## src/rtl/ext_pkg.sv

```systemverilog
// ext_pkg
//   Shared definitions for the pipelined extension unit:
//   - ext_op encodings (EXT_ZEXT .. EXT_LW)
//   - skid-buffer state encoding (EMPTY / ONE / FULL)
//   - buffered payload record (result data, tag, misalign flag)
//   The payload is sized for the widest legal configuration; narrower
//   instances use the low bits of each field.
package ext_pkg;

  localparam logic [2:0] EXT_ZEXT = 3'd0;
  localparam logic [2:0] EXT_SEXT = 3'd1;
  localparam logic [2:0] EXT_LUI  = 3'd2;
  localparam logic [2:0] EXT_LB   = 3'd3;
  localparam logic [2:0] EXT_LBU  = 3'd4;
  localparam logic [2:0] EXT_LH   = 3'd5;
  localparam logic [2:0] EXT_LHU  = 3'd6;
  localparam logic [2:0] EXT_LW   = 3'd7;

  localparam int EXT_MAX_DATA_W = 64;
  localparam int EXT_MAX_TAG_W  = 8;

  typedef enum logic [1:0] {
    EMPTY = 2'd0,
    ONE   = 2'd1,
    FULL  = 2'd2
  } buf_state_t;

  typedef struct packed {
    logic [EXT_MAX_DATA_W-1:0] data;
    logic [EXT_MAX_TAG_W-1:0]  tag;
    logic                      misalign;
  } ext_payload_t;

endpackage

```

## src/rtl/ext_compute.sv

```systemverilog
// ext_compute
//   Purely combinational immediate / load-data extender.
//   Ports:
//     ext_op   - operation select (ext_pkg EXT_* encodings)
//     data     - immediate in [IMM_W-1:0] for ops 0-2, memory word for loads
//     offset   - byte offset within the word (loads only)
//     result   - extended value (zero on a misaligned load)
//     misalign - load offset not naturally aligned for its size
module ext_compute
  import ext_pkg::*;
#(
  parameter int DATA_W = 32,
  parameter int IMM_W  = 16,
  parameter int OFF_W  = $clog2(DATA_W / 8)
) (
  input  logic [2:0]        ext_op,
  input  logic [DATA_W-1:0] data,
  input  logic [OFF_W-1:0]  offset,
  output logic [DATA_W-1:0] result,
  output logic              misalign
);

  logic [IMM_W-1:0] imm;
  logic [15:0]      half_v;
  logic [7:0]       byte_v;

  assign imm = data[IMM_W-1:0];

  // Little-endian lanes: shifting right by offset*8 brings the addressed
  // byte to bit 0; only the low halfword is ever needed.
  assign half_v = 16'(data >> {offset, 3'b000});
  assign byte_v = half_v[7:0];

  always_comb begin
    result   = '0;
    misalign = 1'b0;
    case (ext_op)
      EXT_ZEXT: result = {{(DATA_W-IMM_W){1'b0}}, imm};
      EXT_SEXT: result = {{(DATA_W-IMM_W){imm[IMM_W-1]}}, imm};
      EXT_LUI:  result = {imm, {(DATA_W-IMM_W){1'b0}}};
      EXT_LB:   result = {{(DATA_W-8){byte_v[7]}}, byte_v};
      EXT_LBU:  result = {{(DATA_W-8){1'b0}}, byte_v};
      EXT_LH: begin
        if (offset[0]) misalign = 1'b1;
        else           result   = {{(DATA_W-16){half_v[15]}}, half_v};
      end
      EXT_LHU: begin
        if (offset[0]) misalign = 1'b1;
        else           result   = {{(DATA_W-16){1'b0}}, half_v};
      end
      EXT_LW: begin
        if (|offset) misalign = 1'b1;
        else         result   = data;
      end
      default: result = '0;
    endcase
  end

endmodule

```

## src/rtl/ext_unit_pipe.sv

```systemverilog
// ext_unit_pipe
//   Pipelined immediate / load-data extender with a 2-entry skid buffer
//   between the decode/memory-read side and writeback.
//   Ports:
//     i_clk, i_rst_n          - clock, async active-low reset
//     i_valid / o_ready       - upstream handshake
//     i_ext_op, i_data,
//     i_offset, i_tag         - request (op, immediate or load word, byte
//                               offset, destination tag)
//     o_valid / i_ready       - downstream handshake
//     o_data, o_tag,
//     o_misalign              - buffered result
//
//   state | meaning
//   ------+--------------------------------------------------
//   EMPTY | no result held, o_valid=0
//   ONE   | main entry holds the result shown on o_*
//   FULL  | main shown on o_*, skid holds the next result;
//         | upstream is stalled (o_ready=0)
module ext_unit_pipe
  import ext_pkg::*;
#(
  parameter  int DATA_W = 32,
  parameter  int IMM_W  = 16,
  parameter  int TAG_W  = 5,
  localparam int OFF_W  = $clog2(DATA_W / 8)
) (
  input  logic              i_clk,
  input  logic              i_rst_n,
  input  logic              i_valid,
  output logic              o_ready,
  input  logic [2:0]        i_ext_op,
  input  logic [DATA_W-1:0] i_data,
  input  logic [OFF_W-1:0]  i_offset,
  input  logic [TAG_W-1:0]  i_tag,
  output logic              o_valid,
  input  logic              i_ready,
  output logic [DATA_W-1:0] o_data,
  output logic [TAG_W-1:0]  o_tag,
  output logic              o_misalign
);

  buf_state_t   state_q;
  ext_payload_t main_q;
  ext_payload_t skid_q;
  ext_payload_t new_pl;

  logic [DATA_W-1:0] calc_data;
  logic              calc_misalign;
  logic              accept;
  logic              pop;

  ext_compute #(
    .DATA_W (DATA_W),
    .IMM_W  (IMM_W),
    .OFF_W  (OFF_W)
  ) u_compute (
    .ext_op   (i_ext_op),
    .data     (i_data),
    .offset   (i_offset),
    .result   (calc_data),
    .misalign (calc_misalign)
  );

  always_comb begin
    new_pl          = '0;
    new_pl.data     = EXT_MAX_DATA_W'(calc_data);
    new_pl.tag      = EXT_MAX_TAG_W'(i_tag);
    new_pl.misalign = calc_misalign;
  end

  assign o_ready = (state_q != FULL);
  assign o_valid = (state_q != EMPTY);
  assign accept  = i_valid & o_ready;
  assign pop     = o_valid & i_ready;

  always_ff @(posedge i_clk or negedge i_rst_n) begin
    if (!i_rst_n) begin
      state_q <= EMPTY;
      main_q  <= '0;
      skid_q  <= '0;
    end else begin
      case (state_q)
        EMPTY: begin
          if (accept) begin
            main_q  <= new_pl;
            state_q <= ONE;
          end
        end
        ONE: begin
          if (accept && pop) begin
            main_q <= new_pl;
          end else if (accept) begin
            skid_q  <= new_pl;
            state_q <= FULL;
          end else if (pop) begin
            // Clear so an idle output never shows a stale result.
            main_q  <= '0;
            state_q <= EMPTY;
          end
        end
        FULL: begin
          if (pop) begin
            main_q  <= skid_q;
            skid_q  <= '0;
            state_q <= ONE;
          end
        end
        default: state_q <= EMPTY;
      endcase
    end
  end

  assign o_data     = main_q.data[DATA_W-1:0];
  assign o_tag      = main_q.tag[TAG_W-1:0];
  assign o_misalign = main_q.misalign;

  // Upper payload bits exist only for the widest configuration.
  logic unused_main;
  assign unused_main = ^main_q;

endmodule
```

## config.mk

```make
export PLATFORM = sky130hd
export DESIGN_NAME = ext_unit_pipe
export DESIGN_NICKNAME = d
export VERILOG_FILES = /design/src/rtl/ext_pkg.sv /design/src/rtl/ext_compute.sv /design/src/rtl/ext_unit_pipe.sv
export SDC_FILE = /design/constraint.sdc
export NUM_CORES = 1
export LEC_CHECK = 0
export CAP_MARGIN = 15
export CORE_ASPECT_RATIO = 0.6
export CORE_MARGIN = 1.5
export CORE_UTILIZATION = 49
export DETAILED_ROUTE_END_ITERATION = 10
export GPL_ROUTABILITY_DRIVEN = 0
export PLACE_DENSITY = 0.79
export SYNTH_ARGS = -nofsm -noshare
export SYNTH_HDL_FRONTEND = slang
export SYNTH_HIERARCHICAL = 1
export SYNTH_SLANG_ARGS = --single-unit
```

## constraint.sdc

```tcl
create_clock -name i_clk -period 2.31 [get_ports i_clk]
set_input_delay 0.231 -clock i_clk [delete_from_list [all_inputs] [get_ports i_clk]]
set_output_delay 0.231 -clock i_clk [all_outputs]
set_load 0.01 [all_outputs]
```

Word level (Yosys, flattened, before mapping) --
Cells that the tools add are included.
Word-level totals: register bits 81, input port bits 46, word-level logic and storage cells 59
Cells by class: shift operators 1, eq/ne operators 17, reduce and logical (&&, ||, !) cells 11, mux-type cells 21, bitwise gates (word level) 2
Operators with widths (number):
- $pmux W32 S8 | 1
- $mux W41 | 6
- $pmux W41 S3 | 1
- $pmux W41 S2 | 1
- $mux W32 | 2
- $shr A32 B5 Y16 | 1
- $mux W16 | 1
- $eq A3 B3 Y1 const B | 4
- $mux W2 | 5
- $ne A2 B2 Y1 const B | 5
- $ne A3 B3 Y1 const B | 3
- $reduce_and A4 Y1 | 2
- $eq A3 B2 Y1 const B | 2
- $pmux W2 S3 | 1
- $reduce_and A5 Y1 | 1
- $reduce_bool A2 Y1 | 2
- $reduce_or A2 Y1 | 2
- $eq A3 B1 Y1 const B | 1
- $logic_not A3 Y1 | 1
- $reduce_bool A3 Y1 | 1
- $and A1 B1 Y1 | 2
- $eq A2 B1 Y1 const B | 1
- $eq A2 B2 Y1 const B | 1
- $logic_not A2 Y1 | 1
- other kinds (3) | 4

Logic depth before layout (Yosys ltp) --
Gate-level depths: netlist (run 1).
depth after elaboration 6, depth in mapped cells 10

By module --
The synthesis (run 1) kept the hierarchy.
By module, submodules not included:
- ext_unit_pipe | cells each 291, seq. area each 1951.9 um^2, instances 1, area an instance 3744.8 um^2
- ext_compute | cells each 97, seq. area each 0.0 um^2, instances 1, area an instance 749.5 um^2

Worst setup path before layout (run 1) --
OpenSTA, ideal clock, no wires.
path type input to register, start point input port i_offset[1], end point register main_q, in the netlist o_data[17], data required time 2.185 ns, cell stages on the path 9, setup time 0.125 ns, arrival time 2.291 ns, path slack -0.106 ns, cell sequence buf_6 > mux4_2 > and3b_1 > o21a_2 > buf_6 > a221o_1 > and2b_1 > a221o_1 > mux2_2
On the way: cells in the longest elaborated chain, start to end 5, elaborated cells between the ends (all ways) 8
RTL lines:
- from (decl) | RTL line ext_unit_pipe.sv:34 | input logic [OFF_W-1:0] i_offset,
- $shr A32 B5 Y16 / $reduce_or A2 Y1 (equally long branches) | RTL line ext_compute.sv:31, ext_compute.sv:52
- $mux W32, on equally long branches | RTL line ext_compute.sv:44, ext_compute.sv:52
- $pmux W32 S8 * | RTL line ext_compute.sv:37 | case (ext_op)
- net calc_data[17] | RTL line ext_unit_pipe.sv:48 | logic [DATA_W-1:0] calc_data;
- $mux W41, on equally long branches | RTL line ext_unit_pipe.sv:91, ext_unit_pipe.sv:85
- $pmux W41 S3 * | RTL line ext_unit_pipe.sv:83 | case (state_q)
- to (signal assigned) | RTL line ext_unit_pipe.sv:86 | main_q <= new_pl;
- to (signal assigned) | RTL line ext_unit_pipe.sv:92 | main_q <= new_pl;
- to (signal assigned) | RTL line ext_unit_pipe.sv:104 | main_q <= skid_q;
- to (decl) | RTL line ext_unit_pipe.sv:44 | ext_payload_t main_q;
Mark *: on every way through the listed nets, which the timed path passes. The rest lies on a longest branch. The select of a mux whose other input is x is not followed. A chain may end at the register's enable or synchronous reset.

Worst setup path in the final report (run 1) --
start point input port i_ext_op[2], end point register main_q, in the netlist o_data[15]
On the way: cells in the longest elaborated chain, start to end 4, elaborated cells between the ends (all ways) 12
RTL lines:
- from (decl) | RTL line ext_unit_pipe.sv:32 | input logic [2:0] i_ext_op,
- $eq A3 B3 Y1, or another cell as far along | RTL line ext_compute.sv:37
- $pmux W32 S8 * | RTL line ext_compute.sv:37
- net calc_data[15] | RTL line ext_unit_pipe.sv:48
- $mux W41, on equally long branches | RTL line ext_unit_pipe.sv:91, ext_unit_pipe.sv:85
- $pmux W41 S3 * | RTL line ext_unit_pipe.sv:83
Marked as above.

==> results of run 1 <==
[cells by family after synthesis]
kind of cell,share of synthesized area (%)
XOR/XNOR,0.3898
AO/OA/AOI/OAI,28.12
buffers and inverters,5.345
flip-flops,43.43
AND/OR/NAND/NOR,10.41
adder cells (fa/ha/maj),1.392
multiplexers,10.91
[registers in the layout, indices dropped and copies added, names as in the netlist]
signal / flops
o_misalign: 1
state_q: 2
o_tag: 5
o_data: 32
skid_q: 38
[worst max-delay path, stage by stage]
cell and delay [ns]:
clkdlybuf4s50_1 0.50, and4b_1 0.28, nor2b_1 0.15, o21bai_1 0.19
a221o_1 0.42, and2b_1 0.20, a221o_1 0.26, mux2_2 0.26
[report_power, final]
group,leakage (nW),switching [mW],internal (mW)
clock,0.141,0.562,0.817
combinational,1.54,1.57,1.63
sequential,1.03,0.252,1.81
[metal layers]
layer	vias up	track usage [%]	routed length, um
met4	0	6.897	183
met1	2008	40.46	6007
met5	-	0	0
met2	251	39.07	5684
met3	25	7.955	1316
li1	1717	-	-
[stage by stage]
stage               power, mW    TNS, ns  instances
floorplan               4.029    -0.8032        388
global placement        5.021     -16.31        580
detailed placement      5.138     -19.91        580
CTS                     6.599          0        601
global route            6.969  -0.001483        602
finish                  6.640          0        602
[final timing paths]
path	from	endpoint	cells past startpoint
worst max-delay path	i_ext_op[2]	o_data[15]$_DFFE_PN0P_	8
worst min-delay path	i_rst_n	skid_q[0]$_DFFE_PN0P_	2
worst max register to register	state_q[0]$_DFFE_PN0P_	skid_q[15]$_DFFE_PN0P_	5
worst min register to register	o_data[5]$_DFFE_PN0P_	o_data[5]$_DFFE_PN0P_	1
max in group asynchronous	i_rst_n	skid_q[40]$_DFFE_PN0P_	3
min in group i_clk	o_data[5]$_DFFE_PN0P_	o_data[5]$_DFFE_PN0P_	1
[synthesized netlist by cell type, types with 6 or more instances]
| master | instances |
|---|---|
| a21o_1 | 7 |
| a21oi_1 | 6 |
| a221o_1 | 62 |
| a22o_1 | 53 |
| and2b_1 | 12 |
| buf_2 | 12 |
| buf_4 | 7 |
| clkbuf_1 | 15 |
| dfrtp_1 | 78 |
| mux2_2 | 38 |
| nor2_1 | 6 |
| nor2b_1 | 36 |
| o21ai_0 | 6 |
[cell type report]
cell class              count  area [um2]
fillers                   674        2736
flip-flops and latches     78        1952
repair buffers            123        1167
inverters                   4       15.01
well taps                 112       140.1
clock inverters             4       28.78
multi-input cells         269        2412
clock buffers              12       266.5
[placed cells by master (no fill, tap or decap), types with 2 or more instances in the layout]
master / count
mux2i_1: 3
nand2b_1: 2
clkdlybuf4s15_1: 4
o21ai_0: 5
clkinvlp_4: 2
o21bai_1: 2
nor2_1: 6
clkdlybuf4s50_1: 78
nor2b_1: 35
and2b_1: 12
o21ai_1: 2
inv_1: 4
buf_12: 3
dfrtp_1: 78
a22o_1: 53
a21o_1: 7
nand2_1: 5
a21oi_4: 4
ha_1: 5
nand3_1: 2
a21oi_1: 2
clkbuf_8: 3
buf_4: 35
a221o_1: 62
clkbuf_16: 9
mux2_2: 37
[what timing repair did]
action	4_1_cts	5_1_grt
pin swaps	2	2
endpoints found under the setup margin	63	66
gates cloned	2	0
gates resized for setup	13	12
setup buffers	2	1
hold buffers	1	0
hold endpoints to repair	41	0
==> flow_summary.json, run 1 <==
{
  "arrival_ns": 2.49,
  "grtUsageTotal_pct": 27.35,
  "relSlewSlack_pct": 51.75,
  "syn-num-nets": 439,
  "vias_per_cell": 6.646,
  "netlist_area_um2": 4494,
  "outcome": "complete, no violations",
  "layout_worst_path_cycle_share_pct": 98.09,
  "pre_cts_ws_ns": -0.6716,
  "synth.distinct_cells": 38,
  "syn2layout_area_growth_pct": 33.10,
  "period_needed_ns": 2.266,
  "timing.final.ws_setup_ns": 0.04405,
  "postRouteAntennaNets": 0,
  "cts_buffers": 9,
  "final_layout_size_suffix_gt1_share_pct": 22.65,
  "max-vdd-ir-drop_uv": 590.0,
  "setup_violations": 0,
  "rsz0062_at_grt": "yes",
  "grt_max_degree": 44,
  "grt_first_pass_wirelength_um": 20620,
  "hpwl_um": 8425,
  "final_cell_area_um2": 5982,
  "avgSynthCellArea_um2": 11.58,
  "cts_root_buffer": "clkbuf_16",
  "wl_um": 13190,
  "async_flop_share_pct": 100.0,
  "core.rowCount": 26,
  "synth_warnings": 6,
  "die_area_um2": 9775,
  "yosysTopAreaCellShare_pct": 43.43,
  "cts_tree": "built",
  "routed-via-count": 4001,
  "critPathLaunchType": "primary input",
  "drtIter0Drc": 505,
  "hold_viol": 0,
  "yosysSeqAreaShare_pct": 43.43,
  "place_area_um2": 5590,
  "clock_latency_ns": 0.34,
  "cts.clk_slew.worst_paths_ns": 0.06,
  "fin_skew_ns": 0.002851,
  "die_h_um": 77.19,
  "power.leakage_nw": 2.710,
  "portBuffers": 85,
  "final_util_pct": 68.61,
  "fmax_mhz": 441.3,
  "path_class": "primary input to register",
  "crit_required_ns": 2.53,
  "synth-main-ff-cell": "dfrtp_1",
  "crit_path_end_kind": "register",
  "yosys-top-cells-area": "dfrtp_1 (43%), a221o_1 (14%), a22o_1 (10%), mux2_2 (9.5%), nor2b_1 (5.0%)",
  "coreArea_um2": 8718,
  "cp_max_fo": 6,
  "antenna_found_initial": 0,
  "fin_hold_ws_ns": 0.4455,
  "num_antenna_cells": 0,
  "syn-instance-count": 388,
  "chipWidth_um": 126.6,
  "p_per_area_nw_per_um2": 1110,
  "globalRouteOverflowTotal": 0,
  "worstMarginPinSlew_ns": 0.7221,
  "ys_ff_latch": 78,
  "r2r_setup_slack_ns": 0.14,
  "synth_edf_count": 0,
  "post_drt_wl_per_cell_um": 21.91,
  "drc": 0,
  "cts_sinks": 78,
  "grt_pass1_vias": 3777,
  "max-cap-violations": 0,
  "start_util_pct": 51.55,
  "io_pins": 86,
  "layout.nets": 536,
  "cts_htree_levels": 3,
  "synth_area_leader_cell": "dfrtp_1",
  "clockBufferDepth": 2,
  "drv_slew": 0,
  "first_pass_iters": 5,
  "worstHoldPathType": "primary input to asynchronous set/reset pin"
}
Power figures use the tool's default switching activity.
==> run 2: changes to the inputs <==
SKIP_CTS_REPAIR_TIMING = 1   (was not set)
TNS_END_PERCENT = 10   (was not set)
==> run 2 against run 1 <==
Against the previous run: critical path depth is 1 higher; flip-flop and latch count stayed put; wire length is 2.5% higher; non-clock buffer count is 1 lower; clock skew is 0.0028 ns higher; core utilization is 0.62 points higher; combinational power hardly changed; register-to-register slack worse by 0.06 ns; first-iteration DRC count is 20% lower.
==> flow_summary.json, run 2 (synthesized netlist as in run 1, its figures left out) <==
{
  "cts_buffers": 9,
  "switchingPower_mw": 2.383,
  "num_antenna_cells": 0,
  "final_layout_size_suffix_gt1_share_pct": 21.88,
  "p_per_area_nw_per_um2": 1125,
  "arrival_ns": 2.50,
  "p_comb_share_pct": 46.9,
  "drc": 0,
  "setup_violations": 0,
  "cts.clk_slew.worst_paths_ns": 0.06,
  "layout_common_cells": "dfrtp_1 (78), clkdlybuf4s50_1 (77), a221o_1 (62)",
  "critPathLaunchType": "primary input",
  "place_area_um2": 5615,
  "syn2layout_area_growth_pct": 34.30,
  "fillers": 626,
  "chipWidth_um": 126.6,
  "cts_root_buffer": "clkbuf_16",
  "largest_reg_flops": 38,
  "cts_sinks": 78,
  "grt_max_degree": 43,
  "rsz0062_at_grt": "no",
  "clockBufferDepth": 2,
  "grt_pass1_vias": 3851,
  "hold_viol": 0,
  "register_area_um2": 1952,
  "start_util_pct": 51.55,
  "drv_slew": 0,
  "worstHoldPathType": "primary input to asynchronous set/reset pin",
  "cp_max_fo": 10,
  "final_common_cell": "dfrtp_1",
  "max-vdd-ir-drop_uv": 664.0,
  "max-cap-violations": 0,
  "fin_cells": 601,
  "path_class": "primary input to register",
  "die_h_um": 77.19,
  "fin_skew_ns": 0.005684,
  "fin_hold_ws_ns": 0.4019,
  "globalRouteOverflowTotal": 0,
  "core.rowCount": 26,
  "die_area_um2": 9775,
  "antenna_found_initial": 0,
  "grtUsageTotal_pct": 27.75,
  "routed-via-count": 3967,
  "outcome": "complete, no violations",
  "first_pass_iters": 5,
  "worstMarginPinSlew_ns": 0.7730,
  "sw_frac_of_total_pct": 35.11,
  "crit_required_ns": 2.53,
  "clkPwrFrac_pct": 22.5,
  "final_cell_area_um2": 6036,
  "clock_latency_ns": 0.34,
  "power.leakage_nw": 2.773,
  "portBuffers": 85,
  "relSlewSlack_pct": 48.12,
  "largest_register": "skid_q",
  "layout.nets": 535,
  "drtIter0Drc": 406,
  "postRouteAntennaNets": 0,
  "dp.cells": 580,
  "layout_worst_path_cycle_share_pct": 98.60,
  "final.setup.tns_ns": 0,
  "io_pins": 86,
  "hpwl_um": 8503,
  "coreArea_um2": 8718,
  "post_drt_wl_per_cell_um": 22.49,
  "fmax_mhz": 439.1,
  "multi_input_area_um2": 2410,
  "final_util_pct": 69.23,
  "period_needed_ns": 2.278,
  "vias_per_cell": 6.601,
  "power.internal_mw": 4.404,
  "cts_tree": "built",
  "grt_first_pass_wirelength_um": 20980,
  "wl_um": 13520,
  "cts_htree_levels": 3,
  "crit_path_end_kind": "register",
  "p_seq_share_pct": 30.5
}
## run 2: critical path, cell delays in order
cell             delay (ns)
clkdlybuf4s50_1        0.44
buf_4                  0.20
buf_4                  0.15
o21ai_0                0.13
o21ai_1                0.29
a22o_1                 0.37
and2b_1                0.17
a221o_1                0.26
mux2_2                 0.26
## run 2: path summary, 6_finish.rpt
kind | start | endpoint | slack (ns) | cells after the start
max in group asynchronous | i_rst_n | skid_q[22]$_DFFE_PN0P_ | 1.31 | 3
hold / removal | i_rst_n | o_tag[4]$_DFFE_PN0P_ | 0.40 | 2
setup reg to reg | state_q[0]$_DFFE_PN0P_ | skid_q[12]$_DFFE_PN0P_ | 0.08 | 5
hold reg to reg | o_data[3]$_DFFE_PN0P_ | o_data[3]$_DFFE_PN0P_ | 0.50 | 1
min in group i_clk | i_data[23] | skid_q[32]$_DFFE_PN0P_ | 0.47 | 4
setup / recovery | i_ext_op[0] | o_data[6]$_DFFE_PN0P_ | 0.03 | 9
## run 2: layer usage
layer  up-vias  wire length, um  track usage, %
met5         -                0               0
li1       1716                -               -
met4         0              161           7.356
met1      2016             6184           39.99
met2       213             6080           40.71
met3        22             1089           8.165
## run 2: area by class of cell
type | instances | share of cell area (%)
clock inverter | 3 | 1.119
sequential | 78 | 32.34
clock buffer | 13 | 4.146
inverter | 4 | 0.2488
tap | 112 | 2.322
multi-input combinational | 269 | 39.93
timing repair buffer | 122 | 19.90
## run 2: metrics by stage
stage	setup WS (ns)	total power, mW
after floorplan	-0.09785	4.028
after global placement	-0.5938	4.999
after detailed placement	-0.6659	5.121
after CTS	-0.3733	6.682
after global routing	0.001519	7.134
final	0.03245	6.787
## run 2: power by group through the flow
stage | Clock, mW | Sequential, mW | Combinational [mW]
2_1_floorplan | 0 | 2.10 | 1.92
3_3_place_gp | 0 | 2.05 | 2.95
3_5_place_dp | 0 | 2.07 | 3.05
4_1_cts | 1.54 | 2.07 | 3.08
5_1_grt | 1.60 | 2.12 | 3.41
6_report | 1.53 | 2.07 | 3.19
